**config.mk**
```make
export PLATFORM = sky130hd
export DESIGN_NAME = euler_result_drain
export DESIGN_NICKNAME = d
export VERILOG_FILES = /design/src/rtl/euler_result_drain_pkg.sv /design/src/rtl/euler_result_drain_result_skid_fifo.sv /design/src/rtl/euler_result_drain.sv
export SDC_FILE = /design/constraint.sdc
export NUM_CORES = 1
export LEC_CHECK = 0
export BUFFER_PORTS_ARGS = -buffer_cell sky130_fd_sc_hd__buf_2
export CORE_ASPECT_RATIO = 1.5
export CORE_MARGIN = 4
export CORE_UTILIZATION = 52
export CTS_CLUSTER_DIAMETER = 30
export CTS_CLUSTER_SIZE = 24
export DETAILED_ROUTE_END_ITERATION = 6
export PLACE_DENSITY = 0.73
export SLEW_MARGIN = 20
export SYNTH_ARGS = -nofsm -noshare
export SYNTH_HDL_FRONTEND = slang
export SYNTH_SLANG_ARGS = --single-unit
export TNS_END_PERCENT = 10
```
**constraint.sdc**
```tcl
create_clock -name clk -period 3.9 [get_ports clk]
set_input_delay 0.585 -clock clk [delete_from_list [all_inputs] [get_ports clk]]
set_output_delay 0.585 -clock clk [all_outputs]
set_load 0.03 [all_outputs]
```
**src/rtl/euler_result_drain_pkg.sv**
```systemverilog
// Shared types and constants for the Euler result-RAM drain engine.
package euler_result_drain_pkg;

   localparam int ADD_SIZE_DEF  = 16;
   localparam int DATA_SIZE_DEF = 16;

   localparam int FIFO_DEPTH = 2;
   localparam int FIFO_CNT_W = 2;

   typedef enum logic [1:0] {
      ST_IDLE  = 2'd0,
      ST_READ  = 2'd1,
      ST_FLUSH = 2'd2,
      ST_DONE  = 2'd3
   } state_t;

endpackage

```
**src/rtl/euler_result_drain_result_skid_fifo.sv**
```systemverilog
// Two-entry FIFO that absorbs the RAM read latency; entry 0 is always the head.
module result_skid_fifo
   import euler_result_drain_pkg::*;
#(
   parameter int DATA_SIZE = DATA_SIZE_DEF
) (
   input  logic                  clk,
   input  logic                  rst,
   input  logic                  push,
   input  logic [DATA_SIZE-1:0]  din,
   input  logic                  pop,
   output logic [DATA_SIZE-1:0]  dout,
   output logic                  valid,
   output logic [FIFO_CNT_W-1:0] cnt
);

   logic [DATA_SIZE-1:0] entry_reg [0:FIFO_DEPTH-1];
   logic [FIFO_CNT_W-1:0] cnt_reg;

   assign dout  = entry_reg[0];
   assign valid = (cnt_reg != '0);
   assign cnt   = cnt_reg;

   always_ff @(posedge clk or posedge rst) begin
      if (rst) begin
         cnt_reg <= '0;
         for (int i = 0; i < FIFO_DEPTH; i++) entry_reg[i] <= '0;
      end else begin
         case ({push, pop})
            2'b10: begin
               if (cnt_reg < FIFO_CNT_W'(FIFO_DEPTH)) begin
                  entry_reg[cnt_reg[0]] <= din;
                  cnt_reg <= cnt_reg + 1'b1;
               end
            end
            2'b01: begin
               entry_reg[0] <= entry_reg[1];
               cnt_reg      <= cnt_reg - 1'b1;
            end
            2'b11: begin
               // Pop and push together: occupancy unchanged, new word lands behind the survivor.
               if (cnt_reg == FIFO_CNT_W'(1)) begin
                  entry_reg[0] <= din;
               end else begin
                  entry_reg[0] <= entry_reg[1];
                  entry_reg[1] <= din;
               end
            end
            default: ;
         endcase
      end
   end

endmodule

```
**src/rtl/euler_result_drain.sv**
```systemverilog
// Reads a programmable range of the result RAM and streams it out over valid/ready.
module euler_result_drain
   import euler_result_drain_pkg::*;
#(
   parameter int ADD_SIZE  = ADD_SIZE_DEF,
   parameter int DATA_SIZE = DATA_SIZE_DEF
) (
   input  logic                 clk,
   input  logic                 rst,
   input  logic                 start,
   input  logic [ADD_SIZE-1:0]  base_addr,
   input  logic [ADD_SIZE-1:0]  count,
   output logic                 ram_rd_en,
   output logic [ADD_SIZE-1:0]  ram_addr,
   input  logic [DATA_SIZE-1:0] ram_data,
   output logic [DATA_SIZE-1:0] out_data,
   output logic                 out_valid,
   input  logic                 out_ready,
   output logic                 out_last,
   output logic                 busy,
   output logic                 done
);

   state_t                state_reg;
   logic [ADD_SIZE-1:0]   count_reg;
   logic [ADD_SIZE-1:0]   rd_addr_reg;
   logic [ADD_SIZE-1:0]   issued_reg;
   logic [ADD_SIZE-1:0]   sent_reg;
   logic                  inflight_reg;
   logic [FIFO_CNT_W-1:0] fifo_cnt;
   logic                  pop;
   logic [2:0]            occ_next;

   assign pop = out_valid && out_ready;
   // Occupancy after this edge if nothing new is issued; a fresh issue must still fit.
   assign occ_next  = {1'b0, fifo_cnt} + {2'b00, inflight_reg} - {2'b00, pop};
   assign ram_rd_en = (state_reg == ST_READ) && (issued_reg < count_reg) && (occ_next < 3'd2);
   assign ram_addr  = rd_addr_reg;
   assign out_last  = out_valid && (sent_reg == count_reg - ADD_SIZE'(1));
   assign busy      = (state_reg != ST_IDLE);
   assign done      = (state_reg == ST_DONE);

   result_skid_fifo #(.DATA_SIZE(DATA_SIZE)) u_fifo (
      .clk   (clk),
      .rst   (rst),
      .push  (inflight_reg),
      .din   (ram_data),
      .pop   (pop),
      .dout  (out_data),
      .valid (out_valid),
      .cnt   (fifo_cnt)
   );

   always_ff @(posedge clk or posedge rst) begin
      if (rst) begin
         state_reg    <= ST_IDLE;
         count_reg    <= '0;
         rd_addr_reg  <= '0;
         issued_reg   <= '0;
         sent_reg     <= '0;
         inflight_reg <= 1'b0;
      end else begin
         inflight_reg <= ram_rd_en;
         if (ram_rd_en) begin
            rd_addr_reg <= rd_addr_reg + 1'b1;
            issued_reg  <= issued_reg + 1'b1;
         end
         if (pop) sent_reg <= sent_reg + 1'b1;

         case (state_reg)
            ST_IDLE: begin
               if (start) begin
                  count_reg   <= count;
                  rd_addr_reg <= base_addr;
                  issued_reg  <= '0;
                  sent_reg    <= '0;
                  state_reg   <= (count == '0) ? ST_DONE : ST_READ;
               end
            end
            ST_READ: begin
               if (pop && out_last)              state_reg <= ST_DONE;
               else if (issued_reg == count_reg) state_reg <= ST_FLUSH;
            end
            ST_FLUSH: begin
               if (pop && out_last) state_reg <= ST_DONE;
            end
            default: state_reg <= ST_IDLE;
         endcase
      end
   end

endmodule

```
# Word-level counts from Yosys, hierarchy flattened
# Cells that the tools add are included.
# totals
regBits,101
latch_bits,0
ram_bits,0
romBits,0
in_bits,52
wordCells,80
memories,0
# classes
n_addsub,8
n_mul,0
n_div,0
order_cmp,5
n_eq_ne,14
shifts,0
mux,25
bitwise,1
reduce_logical,18
# ops
op,count
16-bit 2-to-1 mux,12
"16-bit by 1-bit adder with 16-bit output, second input constant",3
16-bit case mux with 3 select lines,1
32-bit bitwise mux,1
16-bit equality test,2
32-bit 2-to-1 mux,1
16-bit case mux with 2 select lines,1
16-bit demux with 1-bit select,1
16-bit logical NOT,1
16-bit < comparator,1
"16-bit by 1-bit subtractor with 16-bit output, second input constant",1
2-bit 2-to-1 mux,6
"2-bit equality test, second input constant",4
2-bit nonzero test,4
"2-bit by 1-bit equality test with 1-bit output, second input constant",3
1-bit logical AND,6
"2-bit inequality test, second input constant",3
2-bit case mux with 3 select lines,1
2-bit AND reduction,3
3-bit AND reduction,2
2-bit case mux with 2 select lines,1
2-bit by 1-bit adder with 3-bit output,1
"3-bit by 2-bit < comparator with 1-bit output, second input constant",1
"3-bit by 1-bit inequality test with 1-bit output, second input constant",1
other kinds (10),10

# Depth between registers and ports, before layout
# Gate-level depths: netlist of the first run.
# logic_depth
word_depth,8
depth_mapped,15
mapped_depth_nobuf,14

# By module
# A second synthesis of the first run with hierarchy kept.
# unflattened
hier_cells,646
hier_area_um2,6206.0
# by_module_without_submodules
mod,instances,cells_per_inst,area_each_um2,seq_area_each_um2
euler_result_drain,1,509,4401.7,1676.6
result_skid_fifo,1,137,1804.2,850.8

# Least setup slack after synthesis of the first run
# Ideal clock, no wire load.
# synth_path
path_kind,register to output
from,"reg u_fifo.cnt_reg[1], in the netlist u_fifo.cnt[1]"
to,out ram_rd_en
arrival_ns,3.594
required_time_ns,3.315
setup_slack_ns,-0.279
path_stages_with_launch,15
path_buffers,2
path_cell_list,dfrtp_1 > inv_1 > ha_1 > inv_1 > nand2_1 > clkinv_1 > ha_1 > nand2b_1 > fa_1 > xor2_1 > a2111oi_2 > o21ai_0 > clkbuf_1 > clkbuf_1 > nor2_1
# synth_via
elab_chain_cells,5
# synth_rtl
element,line_no,rtl
from (decl),euler_result_drain_result_skid_fifo.sv:18,logic [FIFO_CNT_W-1:0] cnt_reg;
from (signal assigned),euler_result_drain_result_skid_fifo.sv:33,cnt_reg <= cnt_reg + 1'b1;
from (signal assigned),euler_result_drain_result_skid_fifo.sv:38,cnt_reg <= cnt_reg - 1'b1;
2-bit nonzero test,euler_result_drain_result_skid_fifo.sv:21,assign valid = (cnt_reg != '0);
via out_valid,euler_result_drain.sv:17,"output logic out_valid,"
1-bit logical AND,euler_result_drain.sv:34,assign pop = out_valid && out_ready;
3-bit by 1-bit subtractor with 3-bit output,euler_result_drain.sv:36,"assign occ_next = {1'b0, fifo_cnt} + {2'b00, inflight_reg} - {2'b00, pop};"
3-bit by 2-bit < comparator with 1-bit output,euler_result_drain.sv:37,assign ram_rd_en = (state_reg == ST_READ) && (issued_reg < count_reg) && (occ_next < 3'd2);
1-bit logical AND,euler_result_drain.sv:37,
to (decl),euler_result_drain.sv:13,"output logic ram_rd_en,"
# The timed path passes the listed nets, and every way through them passes these cells.

# Worst setup path in the final report of the first run
# layout_path
from,reg count_reg[0]
to,out out_last
# layout_via
elab_chain_cells,3
# layout_rtl
element,line_no,rtl
from (decl),euler_result_drain.sv:25,logic [ADD_SIZE-1:0] count_reg;
from (signal assigned),euler_result_drain.sv:73,count_reg <= count;
16-bit by 1-bit subtractor with 16-bit output,euler_result_drain.sv:39,assign out_last = out_valid && (sent_reg == count_reg - ADD_SIZE'(1));
16-bit equality test,euler_result_drain.sv:39,
1-bit logical AND,euler_result_drain.sv:39,
to (decl),euler_result_drain.sv:19,"output logic out_last,"
# Every way passes these cells.

==> results of run 1 <==
==> Yosys cell counts (2+ instances only) <==
library cell | n | area (µm²)
o21a_1 | 3 | 22.52
and2_1 | 5 | 31.28
xnor2_1 | 20 | 175.2
o21ai_0 | 52 | 260.3
or4_1 | 18 | 135.1
nor4_1 | 5 | 31.28
buf_4 | 17 | 127.6
nor3_1 | 7 | 35.03
nor2_1 | 45 | 168.9
xor2_1 | 18 | 157.7
clkbuf_1 | 27 | 101.4
ha_1 | 27 | 337.8
nand4b_1 | 3 | 26.28
inv_1 | 25 | 93.84
nand2_1 | 58 | 217.7
and3_1 | 13 | 81.33
nand4_1 | 17 | 106.4
buf_1 | 3 | 11.26
a21oi_1 | 24 | 120.1
dfrtp_1 | 101 | 2527
a22oi_1 | 17 | 127.6
o31ai_1 | 18 | 135.1
a311oi_1 | 2 | 17.52
or3_1 | 10 | 62.56
and4_1 | 4 | 35.03
mux2_2 | 16 | 180.2
a21o_1 | 7 | 52.55
a31oi_1 | 19 | 118.9
nand3_1 | 30 | 150.1
o21bai_1 | 4 | 30.03
==> worst max-delay path, cell delays in order, from the launching register on <==
cell and delay (ps):
dfrtp_1 470, inv_1 110, ha_2 260, nor4b_4 320, nand2_1 170, xnor2_1 180
a2111o_1 440, or4_4 480, nor2_1 140, buf_2 230
==> metrics by stage <==
stage / hold WS [ps] / setup TNS (ps) / power, mW
6_report: 402.2 / 0 / 2.865
3_3_place_gp: 456.4 / 0 / 1.925
4_1_cts: 427.0 / 0 / 2.874
3_5_place_dp: 465.6 / 0 / 1.958
5_1_grt: 456.5 / -0.6435 / 3.025
2_1_floorplan: 451.0 / 0 / 1.832
==> layout make-up <==
type                    instances  area, µm²
multi-input cells             466       3132
fillers                       952       4335
flip-flops and latches        101       2529
repair buffers                100      533.0
inverters                      26      102.6
well taps                     147      183.9
clock inverters                 7      73.82
clock buffers                   9      225.2
==> cell families (layout without fill, tap and decap cells) <==
logic type,Yosys count,after routing,synth area share
compound gates,159,159,0.1705
xor+xnor,38,38,0.05599
fa+ha+maj,28,28,0.06020
buf+inv,74,142,0.05872
flops,101,101,0.4252
mux,17,17,0.03199
simple gates,224,224,0.1974
==> routing by layer <==
layer / vias to the layer above / GRT usage
li1: 2451 / -
met1: 2510 / 0.2791
met2: 145 / 0.3942
met4: 0 / 0.09734
met3: 35 / 0.03855
met5: - / 0
==> power breakdown <==
| group | switching [mW] | internal [mW] |
|---|---|---|
| Combinational | 0.463 | 0.243 |
| Sequential | 0.0973 | 1.15 |
| Clock | 0.451 | 0.456 |
| Total | 1.01 | 1.85 |
==> worst max-delay path by stage <==
stage	endpoint	cells after the start	from
6_report	out_last	9	count_reg[0]
5_1_grt	ram_rd_en	13	u_fifo.cnt[1]
4_1_cts	ram_rd_en	13	u_fifo.cnt[1]
3_5_place_dp	ram_addr[13]	14	u_fifo.cnt[1]
3_3_place_gp	ram_addr[13]	14	u_fifo.cnt[1]
2_1_floorplan	ram_rd_en	14	u_fifo.cnt[1]
==> repair_timing <==
action                     4_1_cts  5_1_grt
gates resized for setup          3        5
buffers inserted                 1        2
setup endpoints to repair        1        6
pin swaps                        1        0
==> results.json, run 1 <==
{
  "cts_max_level": 3,
  "start_util": 0.5348,
  "ys_seq_area_frac": 0.4252,
  "setup-violations-final": 0,
  "die_y_um": 138.9,
  "dp_slack_ps": 73.06,
  "gp_congestion": 0.8422,
  "final_area_um2": 6779,
  "rrSetupSlack_ps": 280,
  "rr_worst_depth": 15,
  "place_inst": 837,
  "p_per_area_nw_per_um2": 422.6,
  "clockRootBuffer": "clkbuf_16",
  "wl_met3_um": 679,
  "vdd_drop_max_mv": 0.2378,
  "fin_cells": 856,
  "die_x_um": 95.30,
  "crit_type": "reg2out",
  "slew_headroom": 0.3342,
  "antenna_found_initial": 0,
  "path_clk_slew_ps": 70,
  "final_common_cell": "dfrtp_1",
  "cts_tree": "built",
  "synth_cells": 641,
  "wl_per_cell_um": 17.17,
  "final_cell_mix": "100 x dfrtp_1, 87 x buf_2, 58 x nand2_1",
  "cp-start-kind": "flop",
  "clock_skew_ps": 8.698,
  "dr.pass1.iters": 4,
  "crit_path_max_fanout": 6,
  "grt.total_usage": 0.2298,
  "worst_pin_slew_ps": 996.4,
  "fmax_mhz": 267.4,
  "synth_cell_type_count": 56,
  "worstReg2RegStart": "u_fifo.cnt[0]",
  "layout-drive-gt1-share": 0.2130,
  "cts.sinks": 101,
  "status": "completed",
  "async_flop_share": 1.000,
  "gr-total-overflow": 0,
  "wl_met1_mm": 5.669,
  "syn_nets": 721,
  "nets": 784,
  "critPathArrivalTime_ps": 3160,
  "grt_max_degree": 67,
  "r2r_end": "ram_addr[13]",
  "vias": 5141,
  "wirelength_mm": 14.70,
  "ioPinCount": 89,
  "clk_latency_ps": 350,
  "syn_to_final_growth_pct": 14.04,
  "post-route-min-period_ps": 3740,
  "ys_warn_count": 0,
  "fp-row-count": 47,
  "cts.hold.buffers_added": 0,
  "cp.required_ps": 3310,
  "core_area_um2": 11110,
  "dr.max_layer_used": "met4",
  "syn_area_per_cell_um2": 9.274,
  "drtIter0Drc": 256,
  "viasPerCell": 6.006,
  "cts.path.max_buffers": 2,
  "maxSlewViolCount": 0,
  "finalHoldViolCount": 0,
  "numCtsBuffers": 9,
  "placed_area_um2": 6427,
  "synth-main-ff-cell": "dfrtp_1",
  "drv.max_cap_violation_count": 0,
  "place.detailed.hpwl_mm": 10.73,
  "hp-class": "in2async",
  "fin_crit_sh": 0.9590,
  "grt_pass1_vias": 5176,
  "power.leakage_nw": 3.227,
  "antenna_cells": 0,
  "wl_met2_mm": 7.841,
  "setup_ws_ps": 159.9,
  "fin_util": 0.6099,
  "die-area_um2": 13240,
  "drc": 0,
  "syn_area_um2": 5944,
  "synth-seq-cells": 101,
  "port_buffers": 88,
  "detail-route-antenna-nets": 0,
  "grt_pass1_wl_mm": 24.46,
  "synth_edf_count": 0,
  "end_kind": "output pin"
}
Power figures use the tool's default switching activity.
==> run 2: changes to the inputs <==
--- a/config.mk
+++ b/config.mk
@@ -8,11 +8,11 @@
 export BUFFER_PORTS_ARGS = -buffer_cell sky130_fd_sc_hd__buf_2
 export CORE_ASPECT_RATIO = 1.5
 export CORE_MARGIN = 4
-export CORE_UTILIZATION = 52
+export CORE_UTILIZATION = 58
 export CTS_CLUSTER_DIAMETER = 30
 export CTS_CLUSTER_SIZE = 24
 export DETAILED_ROUTE_END_ITERATION = 6
-export PLACE_DENSITY = 0.73
+export PLACE_DENSITY = 0.77
 export SLEW_MARGIN = 20
 export SYNTH_ARGS = -nofsm -noshare
 export SYNTH_HDL_FRONTEND = slang
==> constraint.sdc (replaced) <==
create_clock -name clk -period 4.2 [get_ports clk]
set_input_delay 0.63 -clock clk [delete_from_list [all_inputs] [get_ports clk]]
set_output_delay 0.63 -clock clk [all_outputs]
set_load 0.03 [all_outputs]
==> run 2 against run 1 <==
Compared with the run above: design area fell by 0.68%; die area shrank 9.6%; final cell count shrank 4.0%; worst setup slack better by 120 ps; sequential power is 7% lower; wire length decreased by 3.6%; non-clock buffer count down 4; critical path type unchanged; largest cell class unchanged.
==> results.json, run 2 (synthesis results as in run 1) <==
{
  "rrSetupSlack_ps": 480,
  "gr-total-overflow": 0,
  "crit_slowest_cell": "dfrtp_1",
  "end_kind": "output pin",
  "grt.total_usage": 0.2430,
  "clock_skew_ps": 10.47,
  "final_common_cell": "dfrtp_1",
  "dr.pass1.iters": 5,
  "cp.required_ps": 3570,
  "start_util": 0.5898,
  "path_clk_slew_ps": 70,
  "fin_cells": 822,
  "antenna_cells": 0,
  "startpoint": "u_fifo.cnt[0]",
  "setup-violations-final": 0,
  "nets": 780,
  "cts_max_level": 3,
  "die-area_um2": 11970,
  "rsz0062_at_grt": "no",
  "fmax_mhz": 255.4,
  "grt_pass1_vias": 5044,
  "cts.hold.buffers_added": 0,
  "layout-drive-gt1-share": 0.2014,
  "vias": 5043,
  "critPathArrivalTime_ps": 3290,
  "worstReg2RegStart": "u_fifo.cnt[0]",
  "status": "completed",
  "place_inst": 805,
  "fillers": 833,
  "core_area_um2": 10080,
  "path_cells": "inv_1 -> ha_1 -> inv_1 -> nand2_1 -> clkinv_1 -> ha_1 -> nand2b_1 -> fa_1 -> xor2_1 -> a2111oi_4 -> o21ai_2 -> nor2_2 -> buf_2",
  "finalHoldViolCount": 0,
  "timing.setup.tns_ps": 0,
  "wl_per_cell_um": 17.24,
  "cp-start-kind": "flop",
  "clockRootBuffer": "clkbuf_16",
  "ioPinCount": 89,
  "wirelength_mm": 14.17,
  "place.detailed.hpwl_mm": 10.27,
  "crit_path_max_fanout": 7,
  "fp-row-count": 45,
  "drv.max_cap_violation_count": 0,
  "grt_max_degree": 77,
  "crit_type": "reg2out",
  "grt_pass1_wl_mm": 23.99,
  "drc": 0,
  "drtIter0Drc": 249,
  "total_power_mw": 2.707,
  "maxSlewViolCount": 0,
  "max_stage_delay_ps": 420,
  "viasPerCell": 6.135,
  "hp-class": "reg2reg",
  "vdd_drop_max_mv": 0.2201,
  "post-route-min-period_ps": 3916,
  "min-delay-start": "u_fifo.dout[1]",
  "p_per_area_nw_per_um2": 402.1,
  "gp_congestion": 0.8840,
  "cts_tree": "built",
  "cts.path.max_buffers": 2,
  "detail-route-antenna-nets": 0,
  "worst_pin_slew_ps": 1014,
  "slew_headroom": 0.3221,
  "numCtsBuffers": 9,
  "die_y_um": 132.0,
  "syn_to_final_growth_pct": 13.26,
  "die_x_um": 90.66,
  "power.leakage_nw": 3.204,
  "final_cell_mix": "101 x dfrtp_1, 88 x buf_2, 58 x nand2_1",
  "antenna_found_initial": 0,
  "port_buffers": 88,
  "fin_crit_sh": 0.9324,
  "cts.sinks": 101,
  "clk_latency_ps": 350
}
[run 2: critical path: cells and delay by family (launching register included)]
family	cells	cell delay, ps
adder cells (fa/ha/maj)	3	850
AO/OA/AOI/OAI	2	560
buffers and inverters	4	530
flip-flops	1	420
AND/OR/NAND/NOR	3	400
XOR/XNOR	1	170
[run 2: final cells by class]
type | count | area [µm²] | area share
Inverter | 26 | 100.1 | 0.01487
Timing Repair Buffer | 96 | 520.5 | 0.07731
Clock inverter | 6 | 93.84 | 0.01394
Clock buffer | 10 | 229.0 | 0.03401
Sequential cell | 101 | 2527 | 0.3754
Multi-Input combinational cell | 466 | 3115 | 0.4627
Tap cell | 117 | 146.4 | 0.02174
[run 2: final timing paths]
check	cells after the start	end
max	13	ram_rd_en
max reg2reg	14	ram_addr[13]
min	2	u_fifo.dout[1]
min reg2reg	2	u_fifo.dout[1]
max in group asynchronous	3	count_reg[2]
min in group asynchronous	2	issued_reg[8]
[run 2: power breakdown]
part	switching [mW]	internal, mW	total, mW
Combinational	0.424	0.221	0.645
Clock	0.372	0.528	0.899
Sequential	0.0910	1.07	1.16
[run 2: repair_timing]
item,4_1_cts,5_1_grt
setup buffers,0,0
gates resized for setup,0,2
endpoints found under the setup margin,0,1
[run 2: through the flow]
stage	setup slack [ps]	utilization	area, µm²	hold slack (ps)
final	283.9	0.6680	6733	472.4
after global routing	55.31	0.6680	6733	505.8
after CTS	147.5	0.6639	6691	479.8
after detailed placement	418.6	0.6319	6369	464.9
after global placement	574.6	0.6310	6360	456.0
after floorplan	113.0	-	5947	451.0
[run 2: metal layers]
| layer | wire, µm | share of wire | vias up | GRT usage |
|---|---|---|---|---|
| li1 | - | - | 2432 | - |
| met1 | 5631 | 0.40 | 2417 | 0.2859 |
| met2 | 7364 | 0.52 | 154 | 0.4255 |
| met3 | 549 | 0.039 | 40 | 0.03941 |
| met4 | 625 | 0.044 | 0 | 0.1218 |
| met5 | 0 | 0 | - | 0 |
==> run 3: changes to the inputs <==
--- a/config.mk
+++ b/config.mk
@@ -12,7 +12,7 @@
 export CTS_CLUSTER_DIAMETER = 30
 export CTS_CLUSTER_SIZE = 24
 export DETAILED_ROUTE_END_ITERATION = 6
-export PLACE_DENSITY = 0.77
+export PLACE_DENSITY = 0.92
 export SLEW_MARGIN = 20
 export SYNTH_ARGS = -nofsm -noshare
 export SYNTH_HDL_FRONTEND = slang
==> run 3 against run 2 <==
Compared with the run above: design area is 0.35% higher; clock skew is 2.9 ps lower; first-iteration DRC count up 98%; non-clock buffer count grew 3; die area unchanged; global-route usage is 2.4 points higher; sequential share of layout area decreased by 0.13 points; combinational power rose by 3.3%; worst setup slack got worse by 75 ps; fmax is 1.9% lower; critical path type unchanged; largest power group unchanged.
==> results.json, run 3 (synthesis results as in run 1) <==
{
  "cp-start-kind": "flop",
  "fin_cells": 825,
  "die_y_um": 132.0,
  "power.leakage_nw": 3.215,
  "grt_pass1_vias": 5423,
  "final_cell_mix": "101 x dfrtp_1, 88 x buf_2, 58 x nand2_1",
  "numCtsBuffers": 9,
  "start_util": 0.5898,
  "maxSlewViolCount": 0,
  "cts.path.max_buffers": 2,
  "path_delay_family": "adder cells",
  "clk_latency_ps": 350,
  "core_area_um2": 10080,
  "critPathArrivalTime_ps": 3360,
  "place_inst": 805,
  "grt_pass1_wl_mm": 26.08,
  "gp_congestion": 0.9130,
  "fmax_mhz": 250.6,
  "finalHoldViolCount": 0,
  "final_common_cell": "dfrtp_1",
  "fillers": 731,
  "crit_type": "reg2out",
  "drv.max_cap_violation_count": 0,
  "rsz0062_at_grt": "no",
  "setup-violations-final": 0,
  "nets": 783,
  "grt_max_degree": 87,
  "antenna_found_initial": 0,
  "timing.setup.tns_ps": 0,
  "rrSetupSlack_ps": 290,
  "drc": 0,
  "cts_max_level": 3,
  "vdd_drop_max_mv": 0.2069,
  "worstReg2RegStart": "u_fifo.cnt[1]",
  "holdWs_ps": 418.8,
  "syn_to_final_growth_pct": 13.66,
  "wirelength_mm": 15.70,
  "worst-path-buf-inv": 4,
  "seqCellArea_um2": 2527,
  "place.detailed.hpwl_mm": 10.91,
  "clockRootBuffer": "clkbuf_16",
  "viasPerCell": 6.538,
  "path_cells": "inv_2 -> ha_1 -> inv_1 -> nand2_1 -> clkinv_1 -> ha_1 -> nand2b_1 -> fa_1 -> xor2_1 -> a2111oi_4 -> o21ai_4 -> nor2_2 -> buf_2",
  "fp-row-count": 45,
  "crit_path_max_fanout": 11,
  "antenna_cells": 0,
  "dr.pass1.iters": 6,
  "crit_slowest_cell": "dfrtp_1",
  "clock_skew_ps": 7.568,
  "path_clk_slew_ps": 80,
  "hp-class": "in2async",
  "grt.total_usage": 0.2672,
  "ioPinCount": 89,
  "cp.required_ps": 3570,
  "status": "completed",
  "die-area_um2": 11970,
  "port_buffers": 88,
  "worst_pin_slew_ps": 1024,
  "max_stage_delay_ps": 460,
  "post-route-min-period_ps": 3991,
  "slew_headroom": 0.3155,
  "r2r_end": "issued_reg[13]",
  "cts.hold.buffers_added": 0,
  "multiInputGateArea_um2": 3123,
  "fin_crit_sh": 0.9502,
  "cts.sinks": 101,
  "vias": 5394,
  "drtIter0Drc": 493,
  "gr-total-overflow": 0,
  "p_per_area_nw_per_um2": 396.9,
  "cp_common_cell": "ha_1",
  "layout-drive-gt1-share": 0.2076,
  "detail-route-antenna-nets": 0,
  "wl_per_cell_um": 19.03,
  "rr_worst_depth": 14,
  "cts_tree": "built",
  "end_kind": "output pin",
  "die_x_um": 90.66
}
==> run 3: cell count changes in the layout (fill, tap and decap cells not counted), sizes merged <==
cell	before	now
buf	96	99
bufinv	2	0
clkbuf	10	9
clkinv	2	5
clkinvlp	1	0
inv	27	28
==> run 3: power breakdown <==
| part | internal, mW | total [mW] | leakage (nW) | switching, mW |
|---|---|---|---|---|
| combinational | 0.222 | 0.666 | 1.77 | 0.444 |
| sequential | 1.07 | 1.16 | 1.30 | 0.0934 |
| clock | 0.429 | 0.851 | 0.152 | 0.422 |
==> run 3: layout make-up <==
type | count | area share
multi-input combinational | 466 | 0.4622
sequential | 101 | 0.3741
timing repair buffer | 99 | 0.08037
clock buffer | 9 | 0.03333
tap | 117 | 0.02167
inverter | 26 | 0.01519
clock inverter | 7 | 0.01315
==> run 3: per-layer routing <==
layer  track usage  vias to the layer above  routed length [µm]
met5             0                        -                   0
met4        0.1337                        0                 767
met3       0.04683                       73                1057
met2        0.4693                      281                8116
met1        0.3111                     2597                5759
li1              -                     2443                   -
==> run 3: worst max path at each step <==
stage | slack [ps] | endpoint | cells past startpoint | startpoint
finish | 210 | ram_rd_en | 13 | u_fifo.cnt[1]
global route | 20 | ram_rd_en | 13 | u_fifo.cnt[1]
CTS | 100 | ram_rd_en | 13 | u_fifo.cnt[1]
detailed placement | 240 | ram_addr[13] | 14 | u_fifo.cnt[1]
global placement | 460 | ram_addr[13] | 14 | u_fifo.cnt[1]
floorplan | 110 | ram_rd_en | 14 | u_fifo.cnt[1]
==> run 3: timing repair <==
item | CTS | global route
setup buffers | 0 | 3
setup endpoints to repair | 1 | 2
gates resized for setup | 2 | 2
==> run 3: per-stage QoR <==
stage	setup slack (ps)	power (mW)	cell area [µm²]	utilization
floorplan	113.0	1.700	5947	-
global route	19.31	2.801	6756	0.6704
CTS	98.96	2.674	6694	0.6642
global placement	455.0	1.780	6360	0.6310
detailed placement	235.4	1.823	6360	0.6310
finish	209.2	2.682	6756	0.6704
